`src/rtl/multicycle_control_if.sv`:
```
// Control/status bundle between the multi-cycle controller (master) and the RV64I datapath/memory (slave).
interface multicycle_control_if #(
    parameter int unsigned COUNT_W = 64
);
    logic [6:0]         opcode;
    logic               zero;
    logic               mem_ready;
    logic [2:0]         state;
    logic               mem_req;
    logic               mem_read;
    logic               mem_write;
    logic               iord;
    logic               ir_write;
    logic               pc_write;
    logic               pc_src;
    logic               alu_src_a;
    logic [1:0]         alu_src_b;
    logic [1:0]         alu_op;
    logic               reg_write;
    logic               mem_to_reg;
    logic               instr_done;
    logic               illegal;
    logic [COUNT_W-1:0] instret;

    modport master (
        input  opcode, zero, mem_ready,
        output state, mem_req, mem_read, mem_write, iord, ir_write, pc_write, pc_src,
               alu_src_a, alu_src_b, alu_op, reg_write, mem_to_reg, instr_done, illegal,
               instret
    );

    modport slave (
        output opcode, zero, mem_ready,
        input  state, mem_req, mem_read, mem_write, iord, ir_write, pc_write, pc_src,
               alu_src_a, alu_src_b, alu_op, reg_write, mem_to_reg, instr_done, illegal,
               instret
    );
endinterface

```
`src/rtl/multicycle_control.sv`:
```
// Multi-cycle RV64I control FSM (R-type, ld, sd, beq) over a unified memory port,
// with a retired-instruction counter.
module multicycle_control #(
    parameter int unsigned COUNT_W = 64
) (
    input  logic                   clk,
    input  logic                   reset,
    multicycle_control_if.master   bus
);
    typedef enum logic [2:0] {
        S_FETCH  = 3'd0,
        S_DECODE = 3'd1,
        S_EXEC   = 3'd2,
        S_MEM    = 3'd3,
        S_WB     = 3'd4
    } state_e;

    localparam logic [6:0] OP_R   = 7'b0110011;
    localparam logic [6:0] OP_LD  = 7'b0000011;
    localparam logic [6:0] OP_SD  = 7'b0100011;
    localparam logic [6:0] OP_BEQ = 7'b1100011;

    state_e             state_q, state_d;
    logic [6:0]         op_q, op_d;
    logic [COUNT_W-1:0] instret_q, instret_d;

    logic       mem_req, mem_read, mem_write, iord, ir_write, pc_write, pc_src;
    logic       alu_src_a, reg_write, mem_to_reg, instr_done, illegal;
    logic [1:0] alu_src_b, alu_op;

    always_ff @(posedge clk) begin
        if (reset) begin
            state_q   <= S_FETCH;
            op_q      <= '0;
            instret_q <= '0;
        end else begin
            state_q   <= state_d;
            op_q      <= op_d;
            instret_q <= instret_d;
        end
    end

    always_comb begin
        state_d    = state_q;
        op_d       = op_q;
        mem_req    = 1'b0;
        mem_read   = 1'b0;
        mem_write  = 1'b0;
        iord       = 1'b0;
        ir_write   = 1'b0;
        pc_write   = 1'b0;
        pc_src     = 1'b0;
        alu_src_a  = 1'b0;
        alu_src_b  = 2'b00;
        alu_op     = 2'b00;
        reg_write  = 1'b0;
        mem_to_reg = 1'b0;
        instr_done = 1'b0;
        illegal    = 1'b0;

        // Reset gates every control output, so the case body only runs out of reset.
        if (!reset) begin
            case (state_q)
                S_FETCH: begin
                    mem_req   = 1'b1;
                    mem_read  = 1'b1;
                    alu_src_b = 2'b01;
                    if (bus.mem_ready) begin
                        ir_write = 1'b1;
                        pc_write = 1'b1;
                        state_d  = S_DECODE;
                    end
                end
                S_DECODE: begin
                    op_d = bus.opcode;
                    if (bus.opcode == OP_R || bus.opcode == OP_LD ||
                        bus.opcode == OP_SD || bus.opcode == OP_BEQ) begin
                        state_d = S_EXEC;
                    end else begin
                        illegal = 1'b1;
                        state_d = S_FETCH;
                    end
                end
                S_EXEC: begin
                    alu_src_a = 1'b1;
                    case (op_q)
                        OP_R: begin
                            alu_op  = 2'b10;
                            state_d = S_WB;
                        end
                        OP_LD, OP_SD: begin
                            alu_src_b = 2'b10;
                            state_d   = S_MEM;
                        end
                        OP_BEQ: begin
                            alu_op     = 2'b01;
                            pc_write   = bus.zero;
                            pc_src     = bus.zero;
                            instr_done = 1'b1;
                            state_d    = S_FETCH;
                        end
                        default: state_d = S_FETCH;
                    endcase
                end
                S_MEM: begin
                    mem_req   = 1'b1;
                    iord      = 1'b1;
                    alu_src_a = 1'b1;
                    alu_src_b = 2'b10;
                    mem_read  = (op_q == OP_LD);
                    mem_write = (op_q == OP_SD);
                    if (bus.mem_ready) begin
                        if (op_q == OP_LD) begin
                            state_d = S_WB;
                        end else begin
                            instr_done = 1'b1;
                            state_d    = S_FETCH;
                        end
                    end
                end
                S_WB: begin
                    reg_write  = 1'b1;
                    mem_to_reg = (op_q == OP_LD);
                    instr_done = 1'b1;
                    state_d    = S_FETCH;
                end
                default: state_d = S_FETCH;
            endcase
        end

        instret_d = instr_done ? instret_q + COUNT_W'(1) : instret_q;
    end

    assign bus.state      = state_q;
    assign bus.mem_req    = mem_req;
    assign bus.mem_read   = mem_read;
    assign bus.mem_write  = mem_write;
    assign bus.iord       = iord;
    assign bus.ir_write   = ir_write;
    assign bus.pc_write   = pc_write;
    assign bus.pc_src     = pc_src;
    assign bus.alu_src_a  = alu_src_a;
    assign bus.alu_src_b  = alu_src_b;
    assign bus.alu_op     = alu_op;
    assign bus.reg_write  = reg_write;
    assign bus.mem_to_reg = mem_to_reg;
    assign bus.instr_done = instr_done;
    assign bus.illegal    = illegal;
    assign bus.instret    = instret_q;
endmodule

```
`src/flat_wrapper.sv`:
```
// flat-port wrapper written by rule: the top's interface ports become plain ports
module multicycle_control_flat 
#(
    parameter int unsigned COUNT_W = 64
)
  (clk, reset, bus_opcode, bus_zero, bus_mem_ready, bus_state, bus_mem_req, bus_mem_read, bus_mem_write, bus_iord, bus_ir_write, bus_pc_write, bus_pc_src, bus_alu_src_a, bus_alu_src_b, bus_alu_op, bus_reg_write, bus_mem_to_reg, bus_instr_done, bus_illegal, bus_instret);
  multicycle_control_if #(.COUNT_W(COUNT_W)) bus_i ();
  input  logic clk;
  input  logic reset;
  input wire logic [$bits(bus_i.opcode)-1:0] bus_opcode;
  input wire logic [$bits(bus_i.zero)-1:0] bus_zero;
  input wire logic [$bits(bus_i.mem_ready)-1:0] bus_mem_ready;
  output wire logic [$bits(bus_i.state)-1:0] bus_state;
  output wire logic [$bits(bus_i.mem_req)-1:0] bus_mem_req;
  output wire logic [$bits(bus_i.mem_read)-1:0] bus_mem_read;
  output wire logic [$bits(bus_i.mem_write)-1:0] bus_mem_write;
  output wire logic [$bits(bus_i.iord)-1:0] bus_iord;
  output wire logic [$bits(bus_i.ir_write)-1:0] bus_ir_write;
  output wire logic [$bits(bus_i.pc_write)-1:0] bus_pc_write;
  output wire logic [$bits(bus_i.pc_src)-1:0] bus_pc_src;
  output wire logic [$bits(bus_i.alu_src_a)-1:0] bus_alu_src_a;
  output wire logic [$bits(bus_i.alu_src_b)-1:0] bus_alu_src_b;
  output wire logic [$bits(bus_i.alu_op)-1:0] bus_alu_op;
  output wire logic [$bits(bus_i.reg_write)-1:0] bus_reg_write;
  output wire logic [$bits(bus_i.mem_to_reg)-1:0] bus_mem_to_reg;
  output wire logic [$bits(bus_i.instr_done)-1:0] bus_instr_done;
  output wire logic [$bits(bus_i.illegal)-1:0] bus_illegal;
  output wire logic [$bits(bus_i.instret)-1:0] bus_instret;
  assign bus_i.opcode = bus_opcode;
  assign bus_i.zero = bus_zero;
  assign bus_i.mem_ready = bus_mem_ready;
  assign bus_state = bus_i.state;
  assign bus_mem_req = bus_i.mem_req;
  assign bus_mem_read = bus_i.mem_read;
  assign bus_mem_write = bus_i.mem_write;
  assign bus_iord = bus_i.iord;
  assign bus_ir_write = bus_i.ir_write;
  assign bus_pc_write = bus_i.pc_write;
  assign bus_pc_src = bus_i.pc_src;
  assign bus_alu_src_a = bus_i.alu_src_a;
  assign bus_alu_src_b = bus_i.alu_src_b;
  assign bus_alu_op = bus_i.alu_op;
  assign bus_reg_write = bus_i.reg_write;
  assign bus_mem_to_reg = bus_i.mem_to_reg;
  assign bus_instr_done = bus_i.instr_done;
  assign bus_illegal = bus_i.illegal;
  assign bus_instret = bus_i.instret;
  multicycle_control #(.COUNT_W(COUNT_W)) u_core (.clk(clk), .reset(reset), .bus(bus_i));
endmodule
```
`config.mk`:
```
export PLATFORM = sky130hd
export DESIGN_NAME = multicycle_control_flat
export DESIGN_NICKNAME = d
export VERILOG_FILES = /design/src/rtl/multicycle_control_if.sv /design/src/rtl/multicycle_control.sv /design/src/flat_wrapper.sv
export SDC_FILE = /design/constraint.sdc
export NUM_CORES = 1
export LEC_CHECK = 0
export CORE_MARGIN = 3
export CORE_UTILIZATION = 54
export DETAILED_ROUTE_END_ITERATION = 8
export GPL_ROUTABILITY_DRIVEN = 0
export PLACE_DENSITY = 0.86
export SYNTH_ARGS = -nofsm -noshare
export SYNTH_HDL_FRONTEND = slang
export SYNTH_SLANG_ARGS = --single-unit
```
`constraint.sdc`:
```
create_clock -name clk -period 4.3 [get_ports clk]
set_input_delay 0.645 -clock clk [delete_from_list [all_inputs] [get_ports clk]]
set_output_delay 0.645 -clock clk [all_outputs]
set_load 0.02 [all_outputs]
```
==> results_dict.tcl <==
set metrics [dict create \
    yosys.area_share.simple 0.3302 \
    routed_wl_um 11360 \
    drive_gt1_frac 0.05862 \
    antennaDiodeCount 0 \
    grt_pass1_wl_um 18820 \
    io_buffers 93 \
    dieArea_sq_um 8352 \
    grt_max_degree 64 \
    num_io_pins 94 \
    syn-cell-area_sq_um 3938 \
    initial_core_util 0.5670 \
    postSynthAreaPerCell_sq_um 8.069 \
    ctsHoldBuffers 0 \
    status "finished, final reports clean" \
    skew_ns 0.01072 \
    tightestPinTransition_ns 0.9913 \
    die_w_um 91.39 \
    worstPathRequired_ns 3.65 \
    core_area_sq_um 6944 \
    fillers 528 \
    num_vias 4227 \
    firstDrtPassIters 5 \
    hold_violations 0 \
    ir_drop_mv 0.1373 \
    synth_seq_area_share 0.3762 \
    min_path_type "reg2reg" \
    rows 30 \
    drv_slew 0 \
    ant_nets 0 \
    max-cap-violations 0 \
    tns_ns 0 \
    synth-compound-area-share 0.1748 \
    drt_iter0_drc 341 \
    syn2layout_area_growth_pct 31.20 \
    numCtsBuffers 9 \
    yosysUniqueCellTypes 45 \
    synthFlopType "dfxtp_1" \
    cts_tree "yes" \
    syn-instance-count 488 \
    cts_buffer_depth 2 \
    min_period_ns 3.481 \
    slew_headroom 0.3347 \
    ys_async_sr_fraction 0 \
    place_hpwl_um 8153 \
    nets 587 \
    layout_commonest_cell "clkdlybuf4s50_1" \
    die_h_um 91.39 \
    cts-htree-levels 3 \
    synth_xor_area_frac 0.04226 \
    cp.arrival_ns 2.84 \
    finalSetupViolCount 0 \
    cts_sinks 74 \
    wl_per_cell_um 16.81 \
    p_leak_nw 1.576 \
    rsz0062_at_grt "false" \
    whs_ns 0.5074 \
    synth-edff-count 0 \
    grt_overflow 0 \
    startpoint_type "flip-flop" \
    min_period_over_period 0.8094 \
    path_clk_slew_ns 0.08 \
    power_density_nw_per_um2 264.0 \
    grt_pass1_vias 3896 \
    max_clock_freq_ghz 0.2873 \
    synth_adder_area_share 0.005720 \
    clockRootBuffer "clkbuf_8" \
    synthMuxAreaShare 0.03781 \
    final_cell_mix "92 x clkdlybuf4s50_1, 74 x dfxtp_1, 54 x nor2_1" \
    crit_type "reg2out" \
    grt_use_total 0.2701 \
    synth_top_family_by_area "simple AND/OR/NAND/NOR gates" \
    drc 0 \
    mappedNetlistNets 500 \
    antenna_found_initial 0 \
    synth_seq_cells 74 \
    cts_setup_buffers 0 \
    cts.repair.resized 0 \
    worstSkewPairLatency_ns 0.35 \
    via_per_inst 6.253 \
    worst-path-max-fanout 7 \
    yosys_warnings 0 \
    cp-end-kind "output pin" \
]
==> per-stage QoR <==
| stage | power, W | utilization | area, sq um | std cells | worst slack [ns] |
|---|---|---|---|---|---|
| CTS | 0.001375 | 0.7440 | 5166 | 676 | 0.8174 |
| global route | 0.001411 | 0.7440 | 5166 | 676 | 0.7318 |
| global placement | 0.0007661 | 0.7114 | 4940 | 660 | 1.097 |
| finish | 0.001364 | 0.7440 | 5166 | 676 | 0.8195 |
| floorplan | 0.0007432 | - | 3938 | 488 | 1.353 |
| detailed placement | 0.0007679 | 0.7114 | 4940 | 660 | 1.026 |
==> flip-flops by register name (all words and copies together) (netlist names) <==
name / cells
u_core.bus.instret: 64
u_core.op_q: 7
u_core.bus.state: 3
==> logic make-up after synthesis <==
group / Yosys count
flops: 74
fa+ha+maj: 2
simple gates: 238
mux: 14
xor+xnor: 19
compound gates: 108
buf+inv: 33
==> cells in the mapped netlist (11+ instances only) <==
cell | number | area share
or3_1 | 16 | 0.025
nor2_1 | 54 | 0.051
dfxtp_1 | 74 | 0.38
or4_1 | 22 | 0.042
o31ai_1 | 22 | 0.042
nand2_1 | 31 | 0.030
a21oi_1 | 42 | 0.053
nor4_1 | 15 | 0.024
nand3_1 | 22 | 0.028
nand4_1 | 25 | 0.040
nor3_1 | 11 | 0.014
o21ai_0 | 20 | 0.025
clkbuf_1 | 21 | 0.020
xor2_1 | 13 | 0.029
==> power breakdown <==
group | internal, W | total, W | leakage [nW] | switching (W)
Combinational | 0.0000248 | 0.0000594 | 0.871 | 0.0000346
Sequential | 0.000688 | 0.000693 | 0.597 | 0.00000434
Clock | 0.000343 | 0.000612 | 0.109 | 0.000268
==> metal layers <==
layer / part of all wire / GRT usage
met1: 0.42 / 0.3567
met2: 0.49 / 0.4346
met3: 0.081 / 0.05800
met4: 0.015 / 0.09422
met5: 0 / 0
==> path summary, 6_finish.rpt <==
kind / start / endpoint / slack, ns / cells after the start
setup / recovery: u_core.op_q[2]$_SDFFE_PP0N_ / bus_pc_write / 0.82 / 5
hold / removal: u_core.bus.instret[58]$_SDFFE_PP0P_ / u_core.bus.instret[58]$_SDFFE_PP0P_ / 0.51 / 2
setup reg to reg: u_core.bus.instret[13]$_SDFFE_PP0P_ / u_core.bus.instret[45]$_SDFFE_PP0P_ / 1.39 / 5
hold reg to reg: u_core.bus.instret[58]$_SDFFE_PP0P_ / u_core.bus.instret[58]$_SDFFE_PP0P_ / 0.51 / 2
==> worst max-delay path: stages, from the launching register on <==
cell and delay (ns):
dfxtp_1 0.32, or4b_1 0.67, or4_1 0.60, a2bb2oi_1 0.16
nor2b_1 0.12, clkdlybuf4s50_1 0.61
==> final cells by class <==
class	instances	area [sq um]	share of cell area
flip-flops and latches	74	1481	0.2868
clock inverters	6	88.84	0.01720
inverters	9	33.78	0.006539
well taps	96	120.1	0.02325
clock buffers	10	137.6	0.02664
multi-input cells	381	2326	0.4502
repair buffers	100	978.4	0.1894
No activity file was read; power rests on OpenSTA's default activity.
